## src/rtl/alu_operand_stage_if.sv

```systemverilog
// Signal bundle for alu_operand_stage: decode-side capture, ALU-side presentation, writeback forwarding.
interface alu_operand_stage_if #(
  parameter int DATA_WIDTH     = 32,
  parameter int REG_ADDR_WIDTH = 5
);
  logic                      in_valid;
  logic                      in_ready;
  logic [DATA_WIDTH-1:0]     rs1_data;
  logic [DATA_WIDTH-1:0]     rs2_data;
  logic [DATA_WIDTH-1:0]     imm;
  logic [REG_ADDR_WIDTH-1:0] rs1_addr;
  logic [REG_ADDR_WIDTH-1:0] rs2_addr;
  logic [REG_ADDR_WIDTH-1:0] rd_addr_in;
  logic                      ALUsrc;
  logic [2:0]                ALUctrl_in;
  logic                      flush;
  logic                      wb_en;
  logic [REG_ADDR_WIDTH-1:0] wb_rd;
  logic [DATA_WIDTH-1:0]     wb_data;
  logic                      out_valid;
  logic                      out_ready;
  logic [DATA_WIDTH-1:0]     ALUop1;
  logic [DATA_WIDTH-1:0]     ALUop2;
  logic [2:0]                ALUctrl;
  logic [REG_ADDR_WIDTH-1:0] rd_addr_out;

  modport slave (
    input  in_valid, rs1_data, rs2_data, imm, rs1_addr, rs2_addr, rd_addr_in,
           ALUsrc, ALUctrl_in, flush, wb_en, wb_rd, wb_data, out_ready,
    output in_ready, out_valid, ALUop1, ALUop2, ALUctrl, rd_addr_out
  );

  modport master (
    output in_valid, rs1_data, rs2_data, imm, rs1_addr, rs2_addr, rd_addr_in,
           ALUsrc, ALUctrl_in, flush, wb_en, wb_rd, wb_data, out_ready,
    input  in_ready, out_valid, ALUop1, ALUop2, ALUctrl, rd_addr_out
  );
endinterface

```

## src/rtl/alu_operand_stage.sv

```systemverilog
// ALU operand stage: op2 select, two-entry skid buffer, flush, optional writeback forwarding.
// Define ALU_OPERAND_FWD_EN to patch operands from the writeback port on capture and while held.
module alu_operand_stage #(
  parameter int DATA_WIDTH     = 32,
  parameter int REG_ADDR_WIDTH = 5
) (
  input  logic              clk,
  input  logic              rst,
  alu_operand_stage_if.slave bus
);

  typedef struct packed {
    logic                      valid;
    logic                      src;
    logic [2:0]                ctrl;
    logic [REG_ADDR_WIDTH-1:0] rs1;
    logic [REG_ADDR_WIDTH-1:0] rs2;
    logic [REG_ADDR_WIDTH-1:0] rd;
    logic [DATA_WIDTH-1:0]     op1;
    logic [DATA_WIDTH-1:0]     op2;
  } entry_t;

  entry_t main_q, skid_q;
  entry_t main_f, skid_f, in_e;
  logic   accept;

`ifdef ALU_OPERAND_FWD_EN
  function automatic entry_t fwd(input entry_t e, input logic en,
                                 input logic [REG_ADDR_WIDTH-1:0] rd,
                                 input logic [DATA_WIDTH-1:0] data);
    entry_t r;
    r = e;
    // Register 0 is hard-wired, so a writeback to it never overrides an operand.
    if (e.valid && en && rd != '0) begin
      if (rd == e.rs1)             r.op1 = data;
      if (rd == e.rs2 && !e.src)   r.op2 = data;
    end
    return r;
  endfunction
`else
  logic unused_wb;
  assign unused_wb = ^{bus.wb_en, bus.wb_rd, bus.wb_data};
`endif

  assign accept = bus.in_valid && bus.in_ready && !bus.flush;

  // NOTE: every always_comb output gets a default first so no path leaves it unassigned (no latch).
  always_comb begin
    in_e       = '0;
    in_e.valid = 1'b1;
    in_e.src   = bus.ALUsrc;
    in_e.ctrl  = bus.ALUctrl_in;
    in_e.rs1   = bus.rs1_addr;
    in_e.rs2   = bus.rs2_addr;
    in_e.rd    = bus.rd_addr_in;
    in_e.op1   = bus.rs1_data;
    in_e.op2   = bus.ALUsrc ? bus.imm : bus.rs2_data;
    main_f     = main_q;
    skid_f     = skid_q;
`ifdef ALU_OPERAND_FWD_EN
    in_e   = fwd(in_e,   bus.wb_en, bus.wb_rd, bus.wb_data);
    main_f = fwd(main_q, bus.wb_en, bus.wb_rd, bus.wb_data);
    skid_f = fwd(skid_q, bus.wb_en, bus.wb_rd, bus.wb_data);
`endif
  end

  // NOTE: state uses non-blocking assignments so later field overrides win cleanly within one edge.
  // NOTE: both entries are reset in full because the data outputs must read zero out of reset.
  always_ff @(posedge clk or posedge rst) begin
    if (rst) begin
      main_q <= '0;
      skid_q <= '0;
    end else if (bus.flush) begin
      main_q.valid <= 1'b0;
      skid_q.valid <= 1'b0;
    end else begin
      main_q <= main_f;
      skid_q <= skid_f;
      if (!main_q.valid || bus.out_ready) begin
        if (skid_q.valid) begin
          main_q       <= skid_f;
          skid_q.valid <= 1'b0;
          if (accept) skid_q <= in_e;
        end else if (accept) begin
          main_q <= in_e;
        end else begin
          main_q.valid <= 1'b0;
        end
      end else if (accept) begin
        skid_q <= in_e;
      end
    end
  end

  assign bus.in_ready    = !skid_q.valid && !rst;
  assign bus.out_valid   = main_q.valid;
  assign bus.ALUop1      = main_q.op1;
  assign bus.ALUop2      = main_q.op2;
  assign bus.ALUctrl     = main_q.ctrl;
  assign bus.rd_addr_out = main_q.rd;

endmodule

```

## src/flat_wrapper.sv

```systemverilog
// flat-port wrapper written by rule: the top's interface ports become plain ports
module alu_operand_stage_flat 
#(
  parameter int DATA_WIDTH     = 32,
  parameter int REG_ADDR_WIDTH = 5
)
  (clk, rst, bus_in_valid, bus_rs1_data, bus_rs2_data, bus_imm, bus_rs1_addr, bus_rs2_addr, bus_rd_addr_in, bus_ALUsrc, bus_ALUctrl_in, bus_flush, bus_wb_en, bus_wb_rd, bus_wb_data, bus_out_ready, bus_in_ready, bus_out_valid, bus_ALUop1, bus_ALUop2, bus_ALUctrl, bus_rd_addr_out);
  alu_operand_stage_if #(.DATA_WIDTH(DATA_WIDTH), .REG_ADDR_WIDTH(REG_ADDR_WIDTH)) bus_i ();
  input  logic clk;
  input  logic rst;
  input wire logic [$bits(bus_i.in_valid)-1:0] bus_in_valid;
  input wire logic [$bits(bus_i.rs1_data)-1:0] bus_rs1_data;
  input wire logic [$bits(bus_i.rs2_data)-1:0] bus_rs2_data;
  input wire logic [$bits(bus_i.imm)-1:0] bus_imm;
  input wire logic [$bits(bus_i.rs1_addr)-1:0] bus_rs1_addr;
  input wire logic [$bits(bus_i.rs2_addr)-1:0] bus_rs2_addr;
  input wire logic [$bits(bus_i.rd_addr_in)-1:0] bus_rd_addr_in;
  input wire logic [$bits(bus_i.ALUsrc)-1:0] bus_ALUsrc;
  input wire logic [$bits(bus_i.ALUctrl_in)-1:0] bus_ALUctrl_in;
  input wire logic [$bits(bus_i.flush)-1:0] bus_flush;
  input wire logic [$bits(bus_i.wb_en)-1:0] bus_wb_en;
  input wire logic [$bits(bus_i.wb_rd)-1:0] bus_wb_rd;
  input wire logic [$bits(bus_i.wb_data)-1:0] bus_wb_data;
  input wire logic [$bits(bus_i.out_ready)-1:0] bus_out_ready;
  output wire logic [$bits(bus_i.in_ready)-1:0] bus_in_ready;
  output wire logic [$bits(bus_i.out_valid)-1:0] bus_out_valid;
  output wire logic [$bits(bus_i.ALUop1)-1:0] bus_ALUop1;
  output wire logic [$bits(bus_i.ALUop2)-1:0] bus_ALUop2;
  output wire logic [$bits(bus_i.ALUctrl)-1:0] bus_ALUctrl;
  output wire logic [$bits(bus_i.rd_addr_out)-1:0] bus_rd_addr_out;
  assign bus_i.in_valid = bus_in_valid;
  assign bus_i.rs1_data = bus_rs1_data;
  assign bus_i.rs2_data = bus_rs2_data;
  assign bus_i.imm = bus_imm;
  assign bus_i.rs1_addr = bus_rs1_addr;
  assign bus_i.rs2_addr = bus_rs2_addr;
  assign bus_i.rd_addr_in = bus_rd_addr_in;
  assign bus_i.ALUsrc = bus_ALUsrc;
  assign bus_i.ALUctrl_in = bus_ALUctrl_in;
  assign bus_i.flush = bus_flush;
  assign bus_i.wb_en = bus_wb_en;
  assign bus_i.wb_rd = bus_wb_rd;
  assign bus_i.wb_data = bus_wb_data;
  assign bus_i.out_ready = bus_out_ready;
  assign bus_in_ready = bus_i.in_ready;
  assign bus_out_valid = bus_i.out_valid;
  assign bus_ALUop1 = bus_i.ALUop1;
  assign bus_ALUop2 = bus_i.ALUop2;
  assign bus_ALUctrl = bus_i.ALUctrl;
  assign bus_rd_addr_out = bus_i.rd_addr_out;
  alu_operand_stage #(.DATA_WIDTH(DATA_WIDTH), .REG_ADDR_WIDTH(REG_ADDR_WIDTH)) u_core (.clk(clk), .rst(rst), .bus(bus_i));
endmodule
```

## config.mk

```make
export PLATFORM = sky130hd
export DESIGN_NAME = alu_operand_stage_flat
export DESIGN_NICKNAME = d
export VERILOG_FILES = /design/src/rtl/alu_operand_stage_if.sv /design/src/rtl/alu_operand_stage.sv /design/src/flat_wrapper.sv
export SDC_FILE = /design/constraint.sdc
export NUM_CORES = 1
export LEC_CHECK = 0
export ABC_AREA = 1
export ABC_CLOCK_PERIOD_IN_PS = 4650
export BUFFER_PORTS_ARGS = -buffer_cell sky130_fd_sc_hd__buf_2
export CAP_MARGIN = 20
export CORE_MARGIN = 1
export CORE_UTILIZATION = 35
export DETAILED_ROUTE_END_ITERATION = 12
export GPL_TIMING_DRIVEN = 0
export HOLD_SLACK_MARGIN = 0.1
export PLACE_DENSITY = 0.58
export RECOVER_POWER = 25
export REMOVE_ABC_BUFFERS = 1
export SYNTH_ARGS = -nofsm -noshare
export SYNTH_HDL_FRONTEND = slang
export SYNTH_SLANG_ARGS = --single-unit
export TNS_END_PERCENT = 100
```

## constraint.sdc

```tcl
create_clock -name clk -period 4.65 [get_ports clk]
set_input_delay 0.2325 -clock clk [delete_from_list [all_inputs] [get_ports clk]]
set_output_delay 0.2325 -clock clk [all_outputs]
set_load 0.1 [all_outputs]
```

# Yosys cells after proc, flatten, opt, wreduce, memory -nomap -nowiden
# Cells that the tools add are included.
# word_totals
regBits,168
out_inout_bits,74
elab_cells,44
# op_classes
eq_ne,2
muxes,11
n_bitwise,1
n_reduce_logical,14
# op_table
cell,n
$mux 84,6
$mux 83,1
$mux 32,1
$reduce_bool 2->1,3
$logic_not 1->1,4
$reduce_and 4->1,1
$logic_and 1x1->1,3
$mux 1,3
$reduce_and 3->1,1
$reduce_bool 3->1,1
$ne 2x1->1 const B,1
$ne 2x2->1 const B,1
$logic_or 1x1->1,1
$not 1->1,1

# Logic depth before layout (Yosys ltp)
# Gate-level depths: netlist (run 1).
# depth
word_depth,8
ltp_mapped,8
mapped_depth_nobuf,7

# Least setup slack after synthesis (run 1)
# OpenSTA, ideal clock, no wires.
# synth_path
path_kind,flip-flop to flip-flop
start,"register u_core.main_q, in the netlist u_core.bus.out_valid"
end,"register u_core.skid_q, in the netlist u_core.skid_f[47]"
arrival_ns,1.794
required_time_ns,4.585
path_slack_ns,2.791
stages_incl_launch_ff,9
path_buffers,2
period_less_slack_ns,1.859
path_cell_list,dfrtp_1 inv_1 nor2_1 inv_2 nor2_4 buf_6 buf_4 nand2_1 nand2_1
# synth_between
elab_chain_cells,4
word_cells_on_any_way,6
classes_between,eq/ne (1); mux (1); reduce/logical (4)
# synth_rtl
element,line_no,rtl
"start, declared",alu_operand_stage.sv:23,"entry_t main_q, skid_q;"
"start signal, assigned",alu_operand_stage.sv:77,main_q <= main_f;
"start signal, assigned",alu_operand_stage.sv:81,main_q <= skid_f;
"start signal, assigned",alu_operand_stage.sv:85,main_q <= in_e;
$logic_not 1->1 *,alu_operand_stage.sv:79,if (!main_q.valid || bus.out_ready) begin
$logic_or 1x1->1 *,alu_operand_stage.sv:79,
$ne 2x1->1 (no source line) or $reduce_bool 2->1 (tied branches),--,
$reduce_and 4->1 (no source line),--,
"end signal, assigned",alu_operand_stage.sv:78,skid_q <= skid_f;
"end signal, assigned",alu_operand_stage.sv:83,if (accept) skid_q <= in_e;
"end signal, assigned",alu_operand_stage.sv:90,skid_q <= in_e;
"end, declared",alu_operand_stage.sv:23,
# Mark *: on every way between the ends. The rest lies on a longest branch, timed or not.
# A chain may end at the register's enable or synchronous reset.

# Worst setup path in the final report (run 1)
# layout_path
start,"register u_core.skid_q, in the netlist u_core.skid_f[83]"
end,"register u_core.main_q, in the netlist u_core.bus.ALUop2[24]"
# layout_between
elab_chain_cells,6
word_cells_on_any_way,7
classes_between,mux (1); reduce/logical (6)
# layout_rtl
element,line_no,rtl
$logic_not 1->1,alu_operand_stage.sv:95,assign bus.in_ready = !skid_q.valid && !rst;
$logic_and 1x1->1,alu_operand_stage.sv:95,
$logic_and 1x1->1 (2 in a row),alu_operand_stage.sv:45,assign accept = bus.in_valid && bus.in_ready && !bus.flush;
$reduce_bool 2->1 (no source line),--,
$reduce_and 3->1 (no source line),--,
# Parallel ways exist; a longest one is shown, timed or not.

==> results of run 1 <==
[registers in the layout (all words and copies together) (netlist names)]
signal / flops
u_core.bus.rd_addr_out: 5
u_core.bus.ALUctrl: 3
u_core.bus.out_valid: 1
u_core.bus.ALUop2: 32
u_core.skid_f: 73
u_core.bus.ALUop1: 32
[where the power goes]
group | total, mW | internal [mW] | switching, mW
Sequential | 1.62 | 1.51 | 0.113
Clock | 1.42 | 0.830 | 0.591
Combinational | 1.64 | 0.283 | 1.35
[synth_stat cells]
library cell    n  share of area [%]
o21ai_1        11               0.76
inv_1          89                4.6
nor2_2          1              0.087
nand2_2         1              0.087
buf_2          22                1.5
clkbuf_1       33                1.7
buf_6           8                1.2
a21oi_1         1              0.069
nor2_4          2               0.31
or2_2           1              0.087
nand2_1       442                 23
buf_4           1               0.10
nor2_1          2               0.10
inv_2           2               0.10
nand2_4         2               0.31
dfrtp_1       146                 51
o21ai_0        82                5.7
nand3_1       136                9.4
[metrics by stage]
stage	hold WS, ns	util (%)	area, µm²
after floorplan	0.349	-	6880
after global placement	0.449	40.2	8130
after detailed placement	0.376	41.3	8360
after CTS	0.103	46.3	9370
after global routing	0.128	46.3	9360
final	0.118	46.3	9360
[worst max-delay path, stage by stage (launching register included)]
cell	delay, ns
dfrtp_2	0.79
nor2_4	0.10
nand2_4	0.51
nand2_4	0.72
nand2_4	0.49
buf_16	0.32
nand2_1	0.09
nand2_1	0.08
[final cells by class]
class / instances / share of cell area, %
clock inverter: 12 / 1.58
clock buffer: 19 / 4.84
tap: 270 / 3.61
inverter: 91 / 3.67
sequential: 146 / 39.0
multi-input combinational: 681 / 30.9
timing repair buffer: 233 / 16.4
[kinds of logic after synthesis]
logic type	count (synthesis)	share of synthesized area, %
buffers and inverters	155	9.34
AND/OR/NAND/NOR	587	33.4
flip-flops	146	50.7
AO/OA/AOI/OAI	94	6.53
[how the worst max path moves through the flow]
stage               depth (start not counted)                     to
floorplan                                   1  u_core.bus.ALUctrl[0]
global placement                            5  u_core.bus.ALUop2[13]
detailed placement                          8   u_core.bus.ALUop1[7]
CTS                                         8  u_core.bus.ALUop2[24]
global route                                3  u_core.bus.ALUop1[17]
finish                                      7  u_core.bus.ALUop2[24]
[per-layer routing]
metal,up-vias,GRT usage (%),share of wire (%)
met1,3223,27.4,47
met4,0,5.37,0.84
met3,13,3.54,4.0
met2,149,34.4,48
li1,3438,-,-
met5,-,0,0
==> metrics.txt, run 1 <==
Worst VDD drop=0.230 mV; Critical Path AT=between 3 and 4 ns; Power per Cell Area=~500 nW/µm²; CTS tree=built; hold path endpoint=u_core.skid_f[83]; crit end category=flip-flop; final net count=~1300; reg2reg setup slack=between 1 and 1.5 ns; final wirelength=20800 µm; worst rel slew slack=-100%; Via density=4.70; post-DP HPWL=between 10000 and 15000 µm; clock latency at the later pin of the worst-skew pair=between 0.4 and 0.5 ns; LEAKAGE=between 5 and 6 nW; Post-CTS Repair Setup Buffers=0; combined flip-flop and latch cell area=approximately 3700 µm²; initial core utilization=35.6%; total CTS buffers=17; CTS root buffer=clkbuf_16; initial antenna violation count=0; # IOs=232; commonest cells after routing, fill and taps aside=442 x nand2_1, 182 x buf_2, 145 x dfrtp_1; status=finished, violations left; share of post-route cells with drive strength above 1=approximately 20%; unrepaired setup endpoints after global routing=false; initial DRC count=between 300 and 400; Die Ht=around 150 µm; mean post-synth cell area=7.34 µm²; DRC viols=0; max-cap violations=1; fin. max-slew vios=74; grt total ovfl=0; Final min period=about 3.2 ns; Total Power=4.68 mW; Die Span X=about 150 µm; RePlAce Congestion=around 0.73; H-tree depth=4; worst-margin pin slew=3.00 ns; final period utilization=a little over two thirds; WHS Path Cells=3; Syn Inst Count=between 900 and 1000; CTS clock-pin slew for the worst setup and hold paths=around 0.070 ns; reg-to-reg critical path endpoint=u_core.bus.ALUop2[24]; Worst Path Required=about 5 ns; Seq/Total Area, Yosys=between 50 and 60%; routed vias=slightly below 7000; first-pass GRT wire length=between 30000 and 40000 µm; cts hold-fix bufs=between 40 and 50; Place WS=between 1 and 1.5 ns; core footprint=approximately 20000 µm²; area of the multi-input gates=roughly 2900 µm²; Final Non-Filler Cells=~1500; final hold violation count=0; I/O Buffers=approximately 180; die area=about 21000 µm²; DRT Pass-1 Iters=5; Site Rows=52; crit-path max FO=73; Worst Slack Setup Final=roughly 1.4 ns; WS Path Type=flip-flop to flip-flop; cells on worst reg2reg path=7; number of global-route vias before repair=between 6000 and 7000; fill cell count=between 2000 and 2500; post-cts gate resize count=0; P&R area growth vs syn=29.9%; FMAX=approximately 0.31 GHz; DR WL/cell=14.4 µm; setup total negative slack=0 ns; Clock Skew=between 0.008 and 0.009 ns; Worst setup SP type=flip-flop; ant diodes=0; Critical Path Start=u_core.skid_f[83]; aggregate global-route resource usage=about a fifth; Synth cell types=18; Syn Std Cell Area=around 7200 µm²; placed insts=roughly 1400; clk buf depth=2; failing checks=max-capacitance violations, max-slew violations; most common cell after layout, fill and taps aside=nand2_1; Worst Min Path Start=bus_flush; RR Startpoint=u_core.skid_f[83]; Setup violations, final=0; Synth Register Bits=146; min-delay worst type=primary input to flip-flop; post-route ant nets=0; largest net degree at the start of global routing=79; Syn. warnings=0; CTS Sinks=146
(Power assumes the default switching activity.)
==> run 2: changes to the inputs <==
--- a/config.mk
+++ b/config.mk
@@ -5,8 +5,8 @@
 export SDC_FILE = /design/constraint.sdc
 export NUM_CORES = 1
 export LEC_CHECK = 0
-export ABC_AREA = 1
-export ABC_CLOCK_PERIOD_IN_PS = 4650
+export ABC_AREA = 0
+export ABC_CLOCK_PERIOD_IN_PS = 3000
 export BUFFER_PORTS_ARGS = -buffer_cell sky130_fd_sc_hd__buf_2
 export CAP_MARGIN = 20
 export CORE_MARGIN = 1
==> constraint.sdc (replaced) <==
create_clock -name clk -period 3 [get_ports clk]
set_input_delay 0.15 -clock clk [delete_from_list [all_inputs] [get_ports clk]]
set_output_delay 0.15 -clock clk [all_outputs]
set_load 0.1 [all_outputs]
==> run 2 against run 1 <==
  * The run still ends with max-capacitance violations, max-slew violations left
  * Synthesized area decreased by 5.2%
  * Synthesized cell count decreased by 53%
  * Sequential power increased by 59%
  * Count of clock-buffer cells in the layout increased by 2
  * Register-to-register slack got worse by 1.1 ns
  * Sequential cell count unchanged
  * Power increased by 61%
  * Clock power increased by 58%
  * Critical endpoint is now u_core.bus.rd_addr_out[0]
==> metrics.txt, run 2 <==
status=finished, violations left; post-synth top area cell=dfrtp_1; CTS clock-pin slew for the worst setup and hold paths=about 0.06 ns; Seq/Total Area, Yosys=53.5%; FMAX=about 0.38 GHz; clk buf depth=2; largest net degree at the start of global routing=a little under 100; H-tree depth=4; Worst Path Required=around 3.3 ns; first-pass GRT wire length=around 24000 µm; post-DP HPWL=around 10000 µm; Worst Min Path Start=bus_rs2_data[22]; Total Power=roughly 7.5 mW; aggregate global-route resource usage=15.3%; Synth Register Bits=approximately 150; final hold violation count=0; Synth area leaders=dfrtp_1 53%, mux2_2 25%, mux2i_1 9.4%, mux2_1 3.0%, mux2_4 2.4%; fin. max-slew vios=51; max-cap violations=1; DR WL/cell=about 15 µm; main flop type after synthesis=dfrtp_1; initial antenna violation count=0; Die Span X=between 100 and 150 µm; max reg flops=73; mean post-synth cell area=roughly 15 µm²; total CTS buffers=17; share of post-route cells with drive strength above 1=between 50% and 60%; DRT Pass-1 Iters=3; post-cts gate resize count=0; Worst setup SP type=flip-flop; Setup violations, final=0; initial core utilization=a little over a third; fill cell count=1693; Power per Cell Area=around 820 nW/µm²; WHS Path Cells=3; failing checks=max-capacitance violations, max-slew violations; die area=around 20000 µm²; crit-path max FO=31; combined flip-flop and latch cell area=3650 µm²; cells on worst reg2reg path=6; CTS Sinks=~150; commonest cells after routing, fill and taps aside=182 x buf_2, 152 x mux2_2, 145 x dfrtp_1; top-count cell post-synth=mux2_2; Worst VDD drop=between 0.5 and 0.6 mV; Syn. warnings=0; Final min period=about 2.6 ns; number of global-route vias before repair=between 4000 and 5000; Async SR Flop Fraction=between 90% and 100%; share of the synthesized area in the top cell type=between 50% and 60%; routed vias=approximately 4500; CTS tree=built; RR Startpoint=u_core.skid_f[83]; ant diodes=0; Syn Std Cell Area=between 6000 and 7000 µm²; worst-margin pin slew=between 2 and 2.5 ns; DRC viols=0; reg2reg setup slack=0.37 ns; placed insts=890; Clock Skew=between 0.005 and 0.006 ns; Via density=roughly 4.6; final net count=between 800 and 900; Syn Inst Count=~470; Critical Path AT=between 2 and 3 ns; unrepaired setup endpoints after global routing=false; LEAKAGE=4.61 nW; P&R area growth vs syn=34.1%; I/O Buffers=around 180; Final Non-Filler Cells=between 900 and 1000; post-route ant nets=0; reg-to-reg critical path endpoint=u_core.bus.rd_addr_out[0]; Die Ht=142 µm; min-delay worst type=primary input to flip-flop; clock latency at the later pin of the worst-skew pair=roughly 0.41 ns; initial DRC count=~110; worst rel slew slack=-36.5%; commonest cells in the netlist=152 x mux2_2, 146 x dfrtp_1, 64 x mux2i_1, 34 x inv_1, 18 x mux2_1; RePlAce Congestion=0.701; Site Rows=50; crit end category=flip-flop; grt total ovfl=0; final wirelength=between 10000 and 15000 µm; area of the multi-input gates=2830 µm²; WS Path Type=flip-flop to flip-flop; # IOs=between 200 and 250; Synth cell types=20; most common cell after layout, fill and taps aside=buf_2; EDFF count, synth=0; hold path endpoint=u_core.skid_f[22]; final period utilization=between 80% and 90%; CTS root buffer=clkbuf_16; core footprint=between 15000 and 20000 µm²
==> run 2: cell types whose count changed in the layout (fill, tap and decap cells not counted), moves of 7 or more <==
cell           delta
nand3_1         -136
mux2_1           +18
inv_1            -55
mux2_2          +152
o21ai_0          -79
mux2_4           +11
dlygate4sd3_1     +7
o21ai_1          -11
mux2i_1          +64
nand2_1         -439
==> run 2: report_power, final <==
part           total, mW  internal [mW]  switching, mW  leakage (nW)
registers           2.57           2.37          0.192          1.81
clock network       2.24           1.45          0.792         0.305
logic               2.71          0.612           2.10          2.50
==> run 2: logic make-up after synthesis <==
| group | Yosys count | share of synthesized area [%] |
|---|---|---|
| muxes | 245 | 39.8 |
| DFF | 146 | 53.5 |
| buffers and inverters | 62 | 5.31 |
| and+or+nand+nor | 8 | 0.843 |
| AOI/OAI and AO/OA | 5 | 0.549 |
==> run 2: layout make-up <==
cell class	count	area share [%]
inverters	35	1.43
flip-flops and latches	146	39.9
repair buffers	243	17.5
multi-input cells	258	30.8
well taps	260	3.55
clock buffers	21	5.13
clock inverters	9	1.69
==> run 2: worst max path at each step <==
stage,from,to,depth (start not counted)
2_1_floorplan,u_core.skid_f[83],u_core.bus.ALUctrl[0],3
3_5_place_dp,u_core.skid_f[83],u_core.bus.rd_addr_out[0],5
6_report,u_core.skid_f[83],u_core.bus.rd_addr_out[0],6
4_1_cts,u_core.skid_f[83],u_core.bus.rd_addr_out[0],5
3_3_place_gp,u_core.skid_f[83],u_core.bus.rd_addr_out[0],3
5_1_grt,rst,u_core.skid_f[83],3
==> run 2: critical path: stages, from the launching register on <==
cell and delay (ns):
dfrtp_2 0.69, inv_2 0.52, a221oi_4 0.41, buf_12 0.17, buf_16 0.15, buf_8 0.17
mux2_2 0.35
==> run 2: layer usage <==
layer | share of wire [%] | track usage, %
met1 | 42 | 17.9
met2 | 53 | 27.5
met3 | 3.2 | 3.21
met4 | 1.6 | 5.83
met5 | 0 | 0
==> run 2: metrics by stage <==
stage | hold slack, ns | util, % | setup WS [ns] | cell area, µm² | setup TNS (ns)
global placement | 0.396 | 41.5 | -6.37 | 7840 | -885.39
CTS | 0.102 | 48.3 | 0.0381 | 9130 | 0
global route | 0.116 | 48.5 | 0.200 | 9160 | 0
detailed placement | 0.243 | 42.5 | 0.0515 | 8020 | 0
floorplan | 0.299 | - | -3.19 | 6600 | -457.45
finish | 0.104 | 48.5 | 0.373 | 9160 | 0
==> run 2: what timing repair did <==
action                                 CTS  global route
hold buffers                            48             0
buffers inserted                         0             4
endpoints found under the hold margin  107             0
setup endpoints to repair                0            13
